===== config.mk =====
export PLATFORM = sky130hd
export DESIGN_NAME = nios_pio_in_edge
export DESIGN_NICKNAME = d
export VERILOG_FILES = /design/src/rtl/nios_pio_in_edge.sv
export SDC_FILE = /design/constraint.sdc
export NUM_CORES = 1
export LEC_CHECK = 0
export CAP_MARGIN = 20
export CORE_AREA = 3 3 142 89
export DETAILED_ROUTE_END_ITERATION = 8
export DIE_AREA = 0 0 145 92
export DONT_BUFFER_PORTS = 1
export SYNTH_ARGS = -nofsm -noshare
export SYNTH_HDL_FRONTEND = slang
export SYNTH_SLANG_ARGS = --single-unit

===== constraint.sdc =====
create_clock -name clk -period 3.5 [get_ports clk]
set_clock_uncertainty 0.15 [all_clocks]
set_input_delay 0.7 -clock clk [delete_from_list [all_inputs] [get_ports clk]]
set_output_delay 0.7 -clock clk [all_outputs]
set_load 0.02 [all_outputs]

===== src/rtl/nios_pio_in_edge.sv =====
// Avalon-MM parallel-input slave: synchronised input, sticky per-bit edge capture, maskable level irq.
// Build option: define NIOS_PIO_IN_DEBOUNCE_EN to add a per-bit stability filter ahead of edge detection.
module nios_pio_in_edge #(
    parameter int WIDTH           = 12,
    parameter int SYNC_STAGES     = 2,
    parameter int EDGE_TYPE       = 0,
    parameter int DEBOUNCE_CYCLES = 4
) (
    input  logic             clk,
    input  logic             reset,
    input  logic [1:0]       address,
    input  logic             chipselect,
    input  logic             read,
    input  logic             write,
    input  logic [31:0]      writedata,
    input  logic [WIDTH-1:0] in_port,
    output logic [31:0]      readdata,
    output logic             irq
);

`ifdef NIOS_PIO_IN_DEBOUNCE_EN
    localparam int PRIME_CYCLES = SYNC_STAGES + DEBOUNCE_CYCLES + 1;
`else
    localparam int PRIME_CYCLES = SYNC_STAGES + 1;
`endif
    localparam int PW = $clog2(PRIME_CYCLES + 1);

    logic [SYNC_STAGES-1:0][WIDTH-1:0] sync_q, sync_d;
    logic [WIDTH-1:0] sync, filt;
    logic [WIDTH-1:0] prev_q, prev_d;
    logic [WIDTH-1:0] cap_q, cap_d;
    logic [WIDTH-1:0] mask_q, mask_d;
    logic [WIDTH-1:0] det_raw, det, clr;
    logic [PW-1:0]    prime_q, prime_d;
    logic             primed;
    logic             irq_q, irq_d;
    logic [31:0]      readdata_q, readdata_d;
    logic             wr_en;

    // read strobe does not gate data; reads have no side effects
    logic unused_inputs;
    assign unused_inputs = ^{read, writedata};

    always_comb begin
        sync_d    = sync_q;
        sync_d[0] = in_port;
        for (int i = 1; i < SYNC_STAGES; i++) sync_d[i] = sync_q[i-1];
    end
    assign sync = sync_q[SYNC_STAGES-1];

`ifdef NIOS_PIO_IN_DEBOUNCE_EN
    logic [WIDTH-1:0][7:0] dcnt_q, dcnt_d;
    logic [WIDTH-1:0]      filt_q, filt_d;

    // counter runs only while sync holds a value different from filt
    always_comb begin
        dcnt_d = dcnt_q;
        filt_d = filt_q;
        for (int b = 0; b < WIDTH; b++) begin
            if (sync[b] == filt_q[b]) begin
                dcnt_d[b] = '0;
            end else if (dcnt_q[b] == 8'(DEBOUNCE_CYCLES - 1)) begin
                filt_d[b] = sync[b];
                dcnt_d[b] = '0;
            end else begin
                dcnt_d[b] = dcnt_q[b] + 8'd1;
            end
        end
    end

    always_ff @(posedge clk or posedge reset) begin
        if (reset) begin
            dcnt_q <= '0;
            filt_q <= '0;
        end else begin
            dcnt_q <= dcnt_d;
            filt_q <= filt_d;
        end
    end
    assign filt = filt_q;
`else
    localparam int unused_debounce_cycles = DEBOUNCE_CYCLES;
    assign filt = sync;
`endif

    // hold off detection until the chain has flushed its reset zeros
    assign primed  = (prime_q == PW'(PRIME_CYCLES));
    assign prime_d = primed ? prime_q : prime_q + PW'(1);

    always_comb begin
        case (EDGE_TYPE)
            0:       det_raw = filt & ~prev_q;
            1:       det_raw = ~filt & prev_q;
            default: det_raw = filt ^ prev_q;
        endcase
    end

    assign det    = primed ? det_raw : '0;
    assign prev_d = filt;
    assign wr_en  = chipselect & write;

    always_comb begin
        clr    = '0;
        mask_d = mask_q;
        if (wr_en && address == 2'd3) clr    = writedata[WIDTH-1:0];
        if (wr_en && address == 2'd2) mask_d = writedata[WIDTH-1:0];
        cap_d = (cap_q & ~clr) | det;
        irq_d = |(cap_d & mask_d);
    end

    always_comb begin
        readdata_d = '0;
        case (address)
            2'd0:    readdata_d[WIDTH-1:0] = filt;
            2'd2:    readdata_d[WIDTH-1:0] = mask_q;
            2'd3:    readdata_d[WIDTH-1:0] = cap_q;
            default: readdata_d = '0;
        endcase
    end

    always_ff @(posedge clk or posedge reset) begin
        if (reset) begin
            sync_q     <= '0;
            prev_q     <= '0;
            cap_q      <= '0;
            mask_q     <= '0;
            prime_q    <= '0;
            irq_q      <= 1'b0;
            readdata_q <= '0;
        end else begin
            sync_q     <= sync_d;
            prev_q     <= prev_d;
            cap_q      <= cap_d;
            mask_q     <= mask_d;
            prime_q    <= prime_d;
            irq_q      <= irq_d;
            readdata_q <= readdata_d;
        end
    end

    assign readdata = readdata_q;
    assign irq      = irq_q;

endmodule


==> results.toml <==
[synth]
synth_area_leaders = "dfrtp_1, buf_4, mux2_2"
synth_common_cells = "dfrtp_1, nand2_1, buf_4"
syn_area_sq_mm = 0.002829
synthCells = 209
synthFlopType = "dfrtp_1"
synth.most_common_cell = "dfrtp_1"
async_flop_share_pct = 100.0
ys_ff_latch = 75
ys_types = 29
avgSynthCellArea_sq_um = 13.54
synth_area_leader_cell = "dfrtp_1"
yosys_warnings = 0
yosysSeqAreaShare_pct = 66.34
synth-edff-count = 0
synth_top_area_share_pct = 66.34

[die]
dieArea_sq_mm = 0.01334
rows = 30
start_util_pct = 25.04
core_area_sq_mm = 0.01130
io_pins = 84
die_w_um = 145
die_h_um = 92

[pwr]
power_switching_uw = 468.3
comb_power_share_pct = 7.4
clock_power_share_pct = 45.1
pwr_density_cell_mw_per_mm2 = 647.1
switching_share_pct = 22.30
cellInternalPower_uw = 1632
ir_drop_mv = 0.2877
pwr-share-seq_pct = 47.5
leakage_uw = 0.001493

[hold_path]
hold_path.class = "in2async"

[global_routing]
antenna_found_initial = 0
grt_use_total_pct = 9.381
gr-total-overflow = 0
grt_pass1_wl_um = 9328
grt_pass1_vias = 1569
grt_max_degree = 29

[worst_setup_path]
critical_path_buf_inv_count = 0
cp.required_ns = 3.53
crit_path_end_kind = "register"
path_cells = "ha_1, nand2_1, o221ai_1, a22o_1, a221oi_1, nand4_1"
cp_slowest_cell = "ha_1"
slowest_delay_ns = 0.45
worst_ep_arrival_time_ns = 2.26
path_class = "reg2reg"
path_delay_family = "compound AO/OA/AOI/OAI gates"
cp-start-kind = "register"
r2r_slack_ns = 1.27
crit_fanout = 14

[cells_and_area]
drive_gt1_share_pct = 15.07
area_growth_pct = 14.73
nNetsFinal = 267
finish.utilization_pct = 28.73
register_area_sq_mm = 0.001877
multi_input_area_sq_um = 797.0
n_antenna_cell = 0
num-fill-cells = 1161

[timing]
clock.fmax_mhz = 448.9
slew_headroom_pct = 53.54
hold_violations = 0
min_period_over_period_pct = 63.64
slew_violations = 0
rsz0062_at_grt = "no"
period_needed_ns = 2.228
tightestPinTransition_ns = 0.6969
setup_tns_ns = 0
setup_viol = 0

[cts]
cts_buffers = 9
cts_tree = "done"
clockRootBuffer = "clkbuf_16"
cts_setup_buffers = 0
htreeDepth = 3
hold_buffers = 0
cts.repair.resized = 0
clk-insertion-delay-late_ns = 0.33
clkTransAtPathRegs_ns = 0.06
cts.sinks = 75
cts.path.max_buffers = 2

[routing]
wire_per_inst_um = 15.39
drc = 0
wirelength_um = 5831
drt_iter0_drc = 69
final_antenna_net_count = 0
viasPerCell = 3.921
vias = 1486
first_pass_iters = 4

[placement]
post-dp-hpwl_um = 4017
gp_congestion = 0.7730
port_buffers = 0

[job]
maxCapViolCount = 0

[run_status]
status = "complete, no violations"
power by group through the flow:
stage | Clock, uW | Combinational [uW] | Sequential, uW
detailed placement | 0 | 156 | 1010
global placement | 0 | 152 | 1010
CTS | 974 | 156 | 998
global route | 1020 | 173 | 1010
finish | 948 | 155 | 997
floorplan | 0 | 149 | 999
flip-flops by register name (all words and copies together), names as in the netlist:
signal    count
cap_q        12
filt         12
mask_q       12
prev_q       12
readdata     12
sync_d       12
prime_q       2
irq           1
placed cells by master (no fill, tap or decap), drive strengths merged, types with 8 or more instances in the layout:
cell type / netlist / final
o21ai: 13 / 13
mux2i: 12 / 12
nand2: 24 / 24
conb: 1 / 20
mux2: 13 / 13
inv: 9 / 8
clkbuf: 3 / 14
dfrtp: 75 / 75
per-layer routing:
metal,vias up,share of wire (%),track usage [%]
met5,-,0,0
met2,54,41,12.60
li1,685,-,-
met1,740,50,13.20
met3,7,7.6,4.543
met4,0,1.0,2.846
worst paths after layout:
| check | endpoint | start | cells past startpoint |
|---|---|---|---|
| setup / recovery | irq | prime_q[0] | 6 |
| hold / removal | sync_d[14] | reset | 1 |
| setup reg to reg | irq | prime_q[0] | 6 |
| hold reg to reg | filt[4] | sync_d[16] | 0 |
| max in group asynchronous | mask_q[3] | reset | 2 |
| min in group clk | filt[4] | sync_d[16] | 0 |
layout make-up:
cell class	instances	area share [%]
Clock buffer	14	8.751
Clock inverter	1	0.9252
Inverter	9	1.079
Multi-Input combinational cell	117	24.56
Sequential cell	75	57.83
Tap cell	160	6.168
Timing Repair Buffer	3	0.6939
through the flow:
stage	setup slack, ns	std cells	hold WS (ns)	power (uW)	cell area, sq um
after floorplan	0.7400	228	0.1812	1148	2900
after global placement	1.028	364	0.1850	1162	2932
after detailed placement	1.026	364	0.1847	1167	2932
after CTS	1.263	379	0.05733	2128	3246
after global routing	1.107	379	0.07336	2200	3246
final	1.272	379	0.06429	2100	3246
cells by family after synthesis:
kind of cell,Yosys count,synth area share [%]
flops,75,66.34
xor+xnor,1,0.3097
other cells,1,0.1326
mux,25,9.686
buf+inv,36,8.005
fa+ha+maj,1,0.4422
simple gates,36,6.723
compound gates,34,8.359
Note: power is estimated with default switching activity, not from simulation.
